--- src/rtl/sbox_share_sched_if.sv ---
// Handshake bundle for sbox_share_sched.
// Carries two request/response channels:
//   st_*  : SubNibbles on the 4*ST_NIB-bit round state
//   key_* : SubWord on the 4*KEY_NIB-bit key-schedule word
// Each channel has an in_* valid/ready/data request and an out_* valid/ready/data response.
// slave  : the scheduler side (drives in_ready, out_valid, out_data)
// master : the requester side (drives in_valid, in_data, out_ready)
interface sbox_share_sched_if #(
    parameter int unsigned ST_NIB  = 16,
    parameter int unsigned KEY_NIB = 4
);
    logic                   st_in_valid;
    logic                   st_in_ready;
    logic [4*ST_NIB-1:0]    st_in_data;
    logic                   st_out_valid;
    logic                   st_out_ready;
    logic [4*ST_NIB-1:0]    st_out_data;

    logic                   key_in_valid;
    logic                   key_in_ready;
    logic [4*KEY_NIB-1:0]   key_in_data;
    logic                   key_out_valid;
    logic                   key_out_ready;
    logic [4*KEY_NIB-1:0]   key_out_data;

    modport slave (
        input  st_in_valid, st_in_data, st_out_ready,
        input  key_in_valid, key_in_data, key_out_ready,
        output st_in_ready, st_out_valid, st_out_data,
        output key_in_ready, key_out_valid, key_out_data
    );

    modport master (
        output st_in_valid, st_in_data, st_out_ready,
        output key_in_valid, key_in_data, key_out_ready,
        input  st_in_ready, st_out_valid, st_out_data,
        input  key_in_ready, key_out_valid, key_out_data
    );
endinterface

--- src/rtl/sbox_share_sched.sv ---
// Nibble-serial substitution scheduler for the small-scale (4-bit) AES core.
// A single 4-bit S-box (GF(2^4) inversion + affine map) is shared between a
// state job (SubNibbles, ST_NIB nibbles) and a key job (SubWord, KEY_NIB
// nibbles). Jobs are granted whole in IDLE and substituted one nibble per clock.
// Ports:
//   clk  : rising-edge clock
//   rst  : synchronous active-high reset
//   bus  : sbox_share_sched_if.slave, request/response handshakes for both paths
//   busy : high whenever the FSM is outside IDLE
module sbox_share_sched #(
    parameter int unsigned ST_NIB  = 16,
    parameter int unsigned KEY_NIB = 4
) (
    input  logic                 clk,
    input  logic                 rst,
    sbox_share_sched_if.slave    bus,
    output logic                 busy
);
    localparam int unsigned SW = 4 * ST_NIB;
    localparam int unsigned KW = 4 * KEY_NIB;
    localparam int unsigned CW = (ST_NIB > 1) ? $clog2(ST_NIB) : 1;
    localparam logic [CW-1:0] LAST_ST  = CW'(ST_NIB - 1);
    localparam logic [CW-1:0] LAST_KEY = CW'(KEY_NIB - 1);
    localparam logic RR_KEY = 1'b1;
    localparam logic RR_ST  = 1'b0;

    typedef enum logic [2:0] {
        IDLE,
        RUN_ST,
        RUN_KEY,
        DONE_ST,
        DONE_KEY
    } state_t;

    state_t          state_q, state_d;
    logic [CW-1:0]   cnt_q, cnt_d;
    logic            rr_q, rr_d;
    logic [SW-1:0]   work_q, work_d, work_upd;
    logic [SW-1:0]   st_out_q, st_out_d;
    logic [KW-1:0]   key_out_q, key_out_d;
    logic            grant_st, grant_key, idle;
    logic            st_acc, key_acc;
    logic [CW+1:0]   nib_idx;
    logic [3:0]      sbox_in, sbox_out;

    // GF(2^4) multiply modulo x^4 + x + 1
    function automatic logic [3:0] gf_mul(input logic [3:0] a, input logic [3:0] b);
        logic [3:0] acc;
        logic [3:0] aa;
        acc = 4'h0;
        aa  = a;
        for (int i = 0; i < 4; i++) begin
            if (b[i]) acc = acc ^ aa;
            aa = {aa[2:0], 1'b0} ^ (aa[3] ? 4'h3 : 4'h0);
        end
        return acc;
    endfunction

    // Inverse as x^14 = x^8 * x^4 * x^2; maps 0 to 0
    function automatic logic [3:0] gf_inv(input logic [3:0] x);
        logic [3:0] x2, x4, x8;
        x2 = gf_mul(x, x);
        x4 = gf_mul(x2, x2);
        x8 = gf_mul(x4, x4);
        return gf_mul(gf_mul(x8, x4), x2);
    endfunction

    // Affine map: columns D,B,7,E for input bits 0..3, constant 6
    function automatic logic [3:0] sbox(input logic [3:0] x);
        logic [3:0] b;
        b = gf_inv(x);
        return (b[0] ? 4'hD : 4'h0) ^ (b[1] ? 4'hB : 4'h0) ^
               (b[2] ? 4'h7 : 4'h0) ^ (b[3] ? 4'hE : 4'h0) ^ 4'h6;
    endfunction

    // The one shared S-box, fed by the nibble cnt points at
    assign nib_idx  = {cnt_q, 2'b00};
    assign sbox_in  = work_q[nib_idx +: 4];
    assign sbox_out = sbox(sbox_in);

    // Round-robin grant; only meaningful while idle
    assign idle      = (state_q == IDLE);
    assign grant_st  = bus.st_in_valid  & (~bus.key_in_valid | (rr_q == RR_ST));
    assign grant_key = bus.key_in_valid & (~bus.st_in_valid  | (rr_q == RR_KEY));
    assign st_acc    = idle & grant_st;
    assign key_acc   = idle & grant_key;

    assign bus.st_in_ready   = st_acc  & ~rst;
    assign bus.key_in_ready  = key_acc & ~rst;
    assign bus.st_out_valid  = (state_q == DONE_ST)  & ~rst;
    assign bus.key_out_valid = (state_q == DONE_KEY) & ~rst;
    assign bus.st_out_data   = st_out_q;
    assign bus.key_out_data  = key_out_q;
    assign busy              = ~idle & ~rst;

    // State and datapath registers
    always_ff @(posedge clk) begin
        if (rst) begin
            state_q   <= IDLE;
            cnt_q     <= '0;
            rr_q      <= RR_KEY;
            work_q    <= '0;
            st_out_q  <= '0;
            key_out_q <= '0;
        end else begin
            state_q   <= state_d;
            cnt_q     <= cnt_d;
            rr_q      <= rr_d;
            work_q    <= work_d;
            st_out_q  <= st_out_d;
            key_out_q <= key_out_d;
        end
    end

    // Next-state and datapath update
    always_comb begin
        state_d   = state_q;
        cnt_d     = cnt_q;
        rr_d      = rr_q;
        work_d    = work_q;
        st_out_d  = st_out_q;
        key_out_d = key_out_q;
        work_upd  = work_q;
        work_upd[nib_idx +: 4] = sbox_out;

        case (state_q)
            IDLE: begin
                if (st_acc) begin
                    work_d  = bus.st_in_data;
                    cnt_d   = '0;
                    rr_d    = RR_KEY;
                    state_d = RUN_ST;
                end else if (key_acc) begin
                    work_d  = SW'(bus.key_in_data);
                    cnt_d   = '0;
                    rr_d    = RR_ST;
                    state_d = RUN_KEY;
                end
            end
            RUN_ST: begin
                work_d = work_upd;
                cnt_d  = cnt_q + CW'(1);
                if (cnt_q == LAST_ST) begin
                    // Result is latched here so it survives the next job's load
                    st_out_d = work_upd;
                    cnt_d    = '0;
                    state_d  = DONE_ST;
                end
            end
            RUN_KEY: begin
                work_d = work_upd;
                cnt_d  = cnt_q + CW'(1);
                if (cnt_q == LAST_KEY) begin
                    key_out_d = work_upd[KW-1:0];
                    cnt_d     = '0;
                    state_d   = DONE_KEY;
                end
            end
            DONE_ST: begin
                if (bus.st_out_ready) state_d = IDLE;
            end
            DONE_KEY: begin
                if (bus.key_out_ready) state_d = IDLE;
            end
            default: state_d = IDLE;
        endcase
    end
endmodule

--- src/flat_wrapper.sv ---
// flat-port wrapper written by rule: the top's interface ports become plain ports
module sbox_share_sched_flat 
#(
    parameter int unsigned ST_NIB  = 16,
    parameter int unsigned KEY_NIB = 4
)
  (clk, rst, busy, bus_st_in_valid, bus_st_in_data, bus_st_out_ready, bus_key_in_valid, bus_key_in_data, bus_key_out_ready, bus_st_in_ready, bus_st_out_valid, bus_st_out_data, bus_key_in_ready, bus_key_out_valid, bus_key_out_data);
  sbox_share_sched_if #(.ST_NIB(ST_NIB), .KEY_NIB(KEY_NIB)) bus_i ();
  input  logic clk;
  input  logic rst;
  output logic busy;
  input wire logic [$bits(bus_i.st_in_valid)-1:0] bus_st_in_valid;
  input wire logic [$bits(bus_i.st_in_data)-1:0] bus_st_in_data;
  input wire logic [$bits(bus_i.st_out_ready)-1:0] bus_st_out_ready;
  input wire logic [$bits(bus_i.key_in_valid)-1:0] bus_key_in_valid;
  input wire logic [$bits(bus_i.key_in_data)-1:0] bus_key_in_data;
  input wire logic [$bits(bus_i.key_out_ready)-1:0] bus_key_out_ready;
  output wire logic [$bits(bus_i.st_in_ready)-1:0] bus_st_in_ready;
  output wire logic [$bits(bus_i.st_out_valid)-1:0] bus_st_out_valid;
  output wire logic [$bits(bus_i.st_out_data)-1:0] bus_st_out_data;
  output wire logic [$bits(bus_i.key_in_ready)-1:0] bus_key_in_ready;
  output wire logic [$bits(bus_i.key_out_valid)-1:0] bus_key_out_valid;
  output wire logic [$bits(bus_i.key_out_data)-1:0] bus_key_out_data;
  assign bus_i.st_in_valid = bus_st_in_valid;
  assign bus_i.st_in_data = bus_st_in_data;
  assign bus_i.st_out_ready = bus_st_out_ready;
  assign bus_i.key_in_valid = bus_key_in_valid;
  assign bus_i.key_in_data = bus_key_in_data;
  assign bus_i.key_out_ready = bus_key_out_ready;
  assign bus_st_in_ready = bus_i.st_in_ready;
  assign bus_st_out_valid = bus_i.st_out_valid;
  assign bus_st_out_data = bus_i.st_out_data;
  assign bus_key_in_ready = bus_i.key_in_ready;
  assign bus_key_out_valid = bus_i.key_out_valid;
  assign bus_key_out_data = bus_i.key_out_data;
  sbox_share_sched #(.ST_NIB(ST_NIB), .KEY_NIB(KEY_NIB)) u_core (.clk(clk), .rst(rst), .bus(bus_i), .busy(busy));
endmodule
--- config.mk ---
export PLATFORM = sky130hd
export DESIGN_NAME = sbox_share_sched_flat
export DESIGN_NICKNAME = d
export VERILOG_FILES = /design/src/rtl/sbox_share_sched_if.sv /design/src/rtl/sbox_share_sched.sv /design/src/flat_wrapper.sv
export SDC_FILE = /design/constraint.sdc
export NUM_CORES = 1
export LEC_CHECK = 0
export CAP_MARGIN = 20
export CORE_ASPECT_RATIO = 0.9
export CORE_UTILIZATION = 57
export CTS_CLUSTER_SIZE = 12
export DETAILED_ROUTE_END_ITERATION = 12
export PLACE_DENSITY = 0.89
export SLEW_MARGIN = 20
export SYNTH_ARGS = -nofsm -noshare
export SYNTH_HDL_FRONTEND = slang
export SYNTH_SLANG_ARGS = --single-unit
--- constraint.sdc ---
create_clock -name clk -period 14.8 [get_ports clk]
set_clock_uncertainty 0.15 [all_clocks]
set_input_delay 4.44 -clock clk [delete_from_list [all_inputs] [get_ports clk]]
set_output_delay 4.44 -clock clk [all_outputs]
set_load 0.01 [all_outputs]
Word-level counts from Yosys, hierarchy flattened
Index checks and enable logic that the tools add are counted.
{"block": "word_totals", "mem_count": 0, "ramBits": 0, "rom_bits": 0, "in_bits": 86, "ff_bits": 152, "elab_cells": 140, "latch_bits": 0}
{"block": "op_classes", "n_div": 0, "n_bitwise": 50, "n_eq_ne": 11, "shift": 3, "n_lt_le_gt_ge": 0, "n_mul": 0, "reduce_logical": 11, "mux": 57, "add_sub_neg": 2}
{"cell": "$xor 4x4->4", "count": 33}
{"cell": "$mux 64", "count": 2}
{"cell": "$pmux 64 s2", "count": 1}
{"cell": "$mux 4", "count": 27}
{"cell": "$bwmux 64", "count": 1}
{"cell": "$shift 4x8->64 const A", "count": 1}
{"cell": "$shiftx 4x8->64", "count": 1}
{"cell": "$shiftx 64x7->4", "count": 1}
{"cell": "$mux 2", "count": 15}
{"cell": "$mux 3", "count": 7}
{"cell": "$pmux 3 s5", "count": 1}
{"cell": "$pmux 4 s3", "count": 1}
{"cell": "$reduce_and 2->1", "count": 5}
{"cell": "$and 1x1->1", "count": 9}
{"cell": "$neg 6->8", "count": 1}
{"cell": "$eq 3x2->1 const B", "count": 2}
{"cell": "$not 1->1", "count": 5}
{"cell": "$reduce_and 5->1", "count": 1}
{"cell": "$add 4x1->4 const B", "count": 1}
{"cell": "$eq 4x2->1 const B", "count": 1}
{"cell": "$eq 4x4->1 const B", "count": 1}
{"cell": "$ne 2x1->1 const B", "count": 2}
{"cell": "$ne 2x2->1 const B", "count": 2}
{"cell": "$reduce_bool 2->1", "count": 2}
{"cell": "other kinds (9)", "count": 11}

Depth between registers and ports, before layout
Gate-level depths: netlist (run 1).
{"block": "depth", "ltp_word": 49, "depth_mapped": 31, "mapped_depth_nobuf": 23}

Worst setup path after synthesis (run 1)
OpenSTA, ideal clock, no wires.
{"block": "synth_path", "kind": "input to output", "from": "in rst", "to": "out bus_key_in_ready", "t_arrival_ps": 5329, "t_required_ps": 10210, "setup_slack_ps": 4881, "n_path_buf": 3, "path_stages": 4, "cell_sequence": "clkbuf_1 > clkbuf_1 > clkbuf_1 > nor3_1"}
{"block": "synth_between", "elab_chain_len": 2}
{"item": "start, declared", "line_no": "flat_wrapper.sv:10", "text": "input logic rst;"}
{"item": "$not 1->1", "line_no": "sbox_share_sched.sv:89", "text": "assign bus.key_in_ready = key_acc & ~rst;"}
{"item": "$and 1x1->1", "line_no": "sbox_share_sched.sv:89"}
{"item": "end, declared", "line_no": "flat_wrapper.sv:21", "text": "output wire logic [$bits(bus_i.key_in_ready)-1:0] bus_key_in_ready;"}
No other way between the ends.

Worst setup path after layout (run 1)
{"block": "layout_path", "from": "in bus_key_in_valid", "to": "out bus_st_in_ready"}
{"block": "layout_between", "elab_chain_len": 5}
{"item": "start, declared", "line_no": "flat_wrapper.sv:15", "text": "input wire logic [$bits(bus_i.key_in_valid)-1:0] bus_key_in_valid;"}
{"item": "$not 1->1", "line_no": "sbox_share_sched.sv:83", "text": "assign grant_st = bus.st_in_valid & (~bus.key_in_valid | (rr_q == RR_ST));"}
{"item": "$or 1x1->1", "line_no": "sbox_share_sched.sv:83"}
{"item": "$and 1x1->1", "line_no": "sbox_share_sched.sv:83"}
{"item": "$and 1x1->1", "line_no": "sbox_share_sched.sv:85", "text": "assign st_acc = idle & grant_st;"}
{"item": "$and 1x1->1", "line_no": "sbox_share_sched.sv:88", "text": "assign bus.st_in_ready = st_acc & ~rst;"}
{"item": "end, declared", "line_no": "flat_wrapper.sv:18", "text": "output wire logic [$bits(bus_i.st_in_ready)-1:0] bus_st_in_ready;"}
No other way between the ends.

==> results.json, run 1 <==
{
  "status": "finished clean",
  "cpPeakStageDelay_ns": 0.55,
  "drcViolationCount": 0,
  "htree_levels": 4,
  "grt_pass1_vias": 8454,
  "finalSetupViolations": 0,
  "cts_hold_buf": 0,
  "synth_edf_count": 0,
  "wl_per_cell_um": 20.18,
  "cts_resized": 0,
  "die_x_um": 132.4,
  "crit_chain": "clkdlybuf4s50_1 -> nand2_1 -> and2_1 -> nand2_1 -> nor2_1 -> clkdlybuf4s50_1",
  "antenna_found_initial": 0,
  "cts_tree": "built",
  "area_growth_pct": 25.59,
  "drtIter0Drc": 1627,
  "ff2ff_setup_slack_ns": 6.53,
  "root_buffer": "clkbuf_16",
  "synthArstFlopShare_pct": 0,
  "crit_path_max_fanout": 17,
  "fp-row-count": 42,
  "nets": 1294,
  "via_per_inst": 6.699,
  "ctsLongestPathBuffers": 2,
  "cts_setup_buffers": 0,
  "required_ns": 10.21,
  "start_util_pct": 58.89,
  "num_antenna_cells": 0,
  "min_path_type": "flop to flop",
  "critical_path_class": "primary input to primary output",
  "setup_tns_ns": 0,
  "rsz0062_at_grt": "no",
  "ys.warnings.count": 0,
  "cts.sinks": 152,
  "finalWirelength_um": 28470,
  "dr.pass1.iters": 6,
  "critPathLaunchType": "primary input",
  "grt_max_degree": 70,
  "synth.area.top_cells": "dfxtp_1 (35%), nor2_1 (7.3%), a21oi_1 (5.4%)",
  "gp_congestion": 0.9375,
  "final_util_pct": 73.96,
  "insertion_delay_ns": 0.43,
  "fmax_ghz": 0.09184,
  "final_antenna_net_count": 0,
  "synth_nets": 1185,
  "avgSynthCellArea_um2": 7.992,
  "ys_seq_elements": 152,
  "crit_arrival_ns": 6.30,
  "cts_made_buffers": 17,
  "hold_path_depth": 2,
  "worst_pin_slew_ns": 0.8595,
  "ys_types": 69,
  "design.die.area_mm2": 0.01581,
  "drv_cap": 0,
  "num_io_pins": 171,
  "crit_slowest_cell": "clkdlybuf4s50_1",
  "drv_slew": 0,
  "grt_pass1_wl_um": 44780,
  "fp.dieH_um": 119.4,
  "vias": 9452,
  "drive_gt1_share_pct": 8.079,
  "syn-instance-count": 1092,
  "io_buffers": 170,
  "period_minus_slack_ns": 10.89,
  "grt_usage_pct": 35.90,
  "min_period_over_period_pct": 73.57,
  "endpoint_kind": "primary output",
  "synthFlopType": "dfxtp_1",
  "netlist_area_mm2": 0.008727,
  "maxSlewHeadroom_pct": 42.62,
  "ff2ff_path_depth": 23,
  "fill_cells": 1089,
  "clkSlewWorstSetupHoldPaths_ns": 0.06,
  "finalHoldViolations": 0,
  "fp.coreArea_mm2": 0.01482,
  "overflow": 0,
  "ys_seq_area_share_pct": 34.87,
  "synth.largest_area_cell": "dfxtp_1",
  "dp_hpwl_um": 19240,
  "synth_top_area_share_pct": 34.87
}
## per-layer routing
layer,vias to the layer above,wire length [um],track usage (%)
met5,-,0,0
met4,0,991,15.59
met3,96,4005,9.536
met2,733,12430,53.13
met1,4375,11040,49.15
li1,4248,-,-
## flip-flops by register name, summed over array words and instances (netlist names)
signal and cells:
u_core.bus.key_out_data 16, u_core.bus.st_out_data 64, u_core.cnt_q 4, u_core.rr_q 1, u_core.state_q 3, u_core.work_q 64
## layout make-up
type / instances / area (um2) / share of cell area [%]
Clock inverter: 10 / 96.34 / 0.8790
Sequential cell: 152 / 3043 / 27.76
Clock buffer: 21 / 470.5 / 4.292
Inverter: 11 / 41.29 / 0.3767
Tap cell: 198 / 247.7 / 2.260
Timing Repair Buffer: 186 / 1819 / 16.60
Multi-Input combinational cell: 833 / 5243 / 47.83
## logic make-up (layout without fill, tap and decap cells)
logic type      after synthesis  count (layout)  synth area share, %
compound gates              311             311                25.22
xor+xnor                     23              23                3.140
fa+ha+maj                     7               7                1.004
buf+inv                     107             228                5.448
flops                       152             152                34.87
mux                          41              41                7.412
simple gates                451             451                22.91
## synth_stat cells (all sizes together) (3+ instances only)
| cell type | instances |
|---|---|
| a211oi | 38 |
| nand2b | 14 |
| a21o | 3 |
| o21ai | 41 |
| xnor2 | 16 |
| and2 | 5 |
| clkbuf | 67 |
| a21oi | 94 |
| mux2i | 18 |
| nor3 | 90 |
| mux2 | 6 |
| a311oi | 5 |
| nand2 | 111 |
| o211ai | 8 |
| nand4 | 5 |
| ha | 7 |
| nor2 | 169 |
| inv | 10 |
| nand3 | 25 |
| nand3b | 14 |
| a31oi | 15 |
| or2 | 4 |
| mux4 | 17 |
| o22ai | 4 |
| a222oi | 6 |
| a221o | 42 |
| xor2 | 5 |
| buf | 29 |
| a22oi | 14 |
| nor2b | 6 |
| a221oi | 19 |
| dfxtp | 152 |
| and3 | 3 |
| nor4 | 4 |
## final timing paths
check / end / start
setup / recovery: bus_st_in_ready / bus_key_in_valid
hold / removal: u_core.bus.st_out_data[8] / u_core.bus.st_out_data[8]
setup reg to reg: u_core.bus.st_out_data[63] / u_core.cnt_q[0]
hold reg to reg: u_core.bus.st_out_data[8] / u_core.bus.st_out_data[8]
## critical path, delay by kind of cell
family,cells,cell delay [ns]
buffers and inverters,2,1.04
and+or+nand+nor,4,0.80
## cell usage in the layout, fill, tap and decap left out, types with 7 or more instances in the layout
cell / netlist / routed
o21ai_0: 37 / 37
nor2_1: 169 / 169
mux2i_1: 16 / 16
clkdlybuf4s50_1: 0 / 169
nand3_1: 24 / 24
ha_1: 7 / 7
nand3b_1: 14 / 14
mux4_2: 17 / 17
a22oi_1: 14 / 14
xnor2_1: 13 / 13
dfxtp_1: 152 / 152
a211oi_1: 38 / 38
nand2_1: 111 / 111
nor3_1: 90 / 90
clkbuf_16: 0 / 17
buf_4: 5 / 17
nand2b_1: 14 / 14
a21oi_1: 94 / 94
a221oi_1: 17 / 17
a31oi_1: 15 / 15
o211ai_1: 8 / 8
inv_1: 8 / 8
a221o_1: 42 / 42
## metrics by stage
| stage | hold WS [ns] | setup WS [ns] | cells | instance area [um2] |
|---|---|---|---|---|
| 6_report | 0.3043 | 3.911 | 1411 | 10960 |
| 5_1_grt | 0.3310 | 3.783 | 1411 | 10960 |
| 4_1_cts | 0.3053 | 3.917 | 1411 | 10950 |
| 3_5_place_dp | 0.2967 | 3.924 | 1380 | 10390 |
| 3_3_place_gp | 0.2904 | 3.965 | 1380 | 10390 |
| 2_1_floorplan | 0.2961 | 4.881 | 1092 | 8727 |
Power of run 1 is not shown: default switching activity piles up to over one toggle a cycle in this logic, so the estimate is an artifact.
==> run 2: changes to the inputs <==
--- a/config.mk
+++ b/config.mk
@@ -7,10 +7,10 @@
 export LEC_CHECK = 0
 export CAP_MARGIN = 20
 export CORE_ASPECT_RATIO = 0.9
-export CORE_UTILIZATION = 57
+export CORE_UTILIZATION = 48
 export CTS_CLUSTER_SIZE = 12
 export DETAILED_ROUTE_END_ITERATION = 12
-export PLACE_DENSITY = 0.89
+export PLACE_DENSITY = 0.8
 export SLEW_MARGIN = 20
 export SYNTH_ARGS = -nofsm -noshare
 export SYNTH_HDL_FRONTEND = slang
==> constraint.sdc (replaced) <==
create_clock -name clk -period 8.9 [get_ports clk]
set_clock_uncertainty 0.15 [all_clocks]
set_input_delay 2.67 -clock clk [delete_from_list [all_inputs] [get_ports clk]]
set_output_delay 2.67 -clock clk [all_outputs]
set_load 0.01 [all_outputs]
==> run 2 against run 1 <==
Net effect: flip-flop and latch count did not move; final area grew 1.2%; critical path depth stayed put; worst hold slack worse by 0.00079 ns; wire length increased by 4.1%; first-iteration DRC count decreased by 17%; non-clock buffer count rose by 5; final cell count grew 3.4%.
==> results.json, run 2 (same netlist as run 1, synthesis figures left out) <==
{
  "die_x_um": 144.1,
  "design.die.area_mm2": 0.01873,
  "crit_arrival_ns": 4.59,
  "clkSlewWorstSetupHoldPaths_ns": 0.07,
  "cts_made_buffers": 17,
  "maxSlewHeadroom_pct": 37.66,
  "cpPeakStageDelay_ns": 0.56,
  "grt_pass1_vias": 8423,
  "multiInputGateArea_mm2": 0.005236,
  "min_path_type": "flop to flop",
  "period_minus_slack_ns": 7.410,
  "register_area_mm2": 0.003043,
  "drive_gt1_share_pct": 8.532,
  "fp.dieH_um": 129.9,
  "final_cell_mix": "nor2_1 (169), clkdlybuf4s50_1 (169), dfxtp_1 (152), nand2_1 (111), a21oi_1 (94)",
  "num_io_pins": 171,
  "r2r-start": "u_core.cnt_q[0]",
  "crit_path_max_fanout": 17,
  "fp.coreArea_mm2": 0.01773,
  "startpoint": "bus_key_in_valid",
  "cts_resized": 0,
  "drv_cap": 0,
  "htree_levels": 4,
  "area_growth_pct": 27.10,
  "cts_hold_buf": 0,
  "drcViolationCount": 0,
  "fill_cells": 1555,
  "setup_tns_ns": 0,
  "cts.sinks": 152,
  "wl_per_cell_um": 20.31,
  "overflow": 0,
  "finalHoldViolations": 0,
  "nets": 1299,
  "grt_usage_pct": 31.72,
  "grt_pass1_wl_um": 45670,
  "root_buffer": "clkbuf_16",
  "dr.pass1.iters": 5,
  "endpoint_kind": "primary output",
  "num_antenna_cells": 0,
  "grt_max_degree": 85,
  "vias": 9297,
  "drv_slew": 0,
  "start_util_pct": 49.23,
  "finalSetupViolations": 0,
  "min_period_over_period_pct": 83.25,
  "fmax_ghz": 0.1350,
  "min_from": "u_core.bus.st_out_data[48]",
  "gp_congestion": 0.9867,
  "rsz0062_at_grt": "no",
  "final_antenna_net_count": 0,
  "insertion_delay_ns": 0.44,
  "ff2ff_setup_slack_ns": 1.58,
  "required_ns": 6.08,
  "critical_path_class": "primary input to primary output",
  "io_buffers": 170,
  "crit_chain": "clkdlybuf4s50_1 -> nand2_1 -> and2_1 -> nand2_1 -> nor2_1 -> clkdlybuf4s50_1",
  "crit_slowest_cell": "clkdlybuf4s50_1",
  "critPathLaunchType": "primary input",
  "fp-row-count": 46,
  "antenna_found_initial": 0,
  "cts_setup_buffers": 0,
  "cts_tree": "built",
  "via_per_inst": 6.372,
  "finalWirelength_um": 29630,
  "worst_pin_slew_ns": 0.9351,
  "drtIter0Drc": 1355,
  "status": "finished clean",
  "ctsLongestPathBuffers": 2,
  "dp_hpwl_um": 20300
}
run 2: cell types whose count changed in the layout (fill, tap and decap cells not counted):
cell / delta
bufinv_16: +1
nor4_1: +1
buf_12: +1
inv_6: +3
buf_4: +4
clkinv_2: -2
nor4_2: -1
clkinv_4: +1
inv_8: +1
clkbuf_1: -1
clkbuf_8: -2
run 2: metal layers:
metal / wire, um / vias up / track usage [%]
li1: - / 4266 / -
met1: 12210 / 4346 / 44.27
met2: 13010 / 608 / 48.25
met3: 3632 / 77 / 6.826
met4: 780 / 0 / 11.39
met5: 0 / - / 0
run 2: layout make-up:
| cell class | count | share of cell area [%] |
|---|---|---|
| repair buffers | 191 | 16.85 |
| flip-flops and latches | 152 | 27.43 |
| well taps | 240 | 2.707 |
| clock buffers | 18 | 3.959 |
| inverters | 11 | 0.3723 |
| clock inverters | 14 | 1.466 |
| multi-input cells | 833 | 47.21 |
run 2: critical path, delay by kind of cell:
kind	cells	cell delay, ns
simple gates	4	0.85
buf+inv	2	1.05
run 2: path summary, 6_finish.rpt:
path	depth (start not counted)	to
hold / removal	2	u_core.bus.st_out_data[48]
setup / recovery	6	bus_st_in_ready
hold reg to reg	2	u_core.bus.st_out_data[48]
setup reg to reg	24	u_core.bus.key_out_data[3]
run 2: per-stage QoR:
step                      area (um2)  instances  setup slack, ns  utilization [%]  hold WS (ns)
final                          11090       1459            1.490            62.57        0.3036
after floorplan                 8727       1092            2.273                -        0.2961
after global routing           11090       1459           0.9660            62.57        0.3363
after global placement         10490       1427            1.558            59.18        0.2923
after detailed placement       10490       1427            1.504            59.18        0.2955
after CTS                      11090       1459            1.504            62.57        0.3049
Power of run 2 is left out for the same reason.
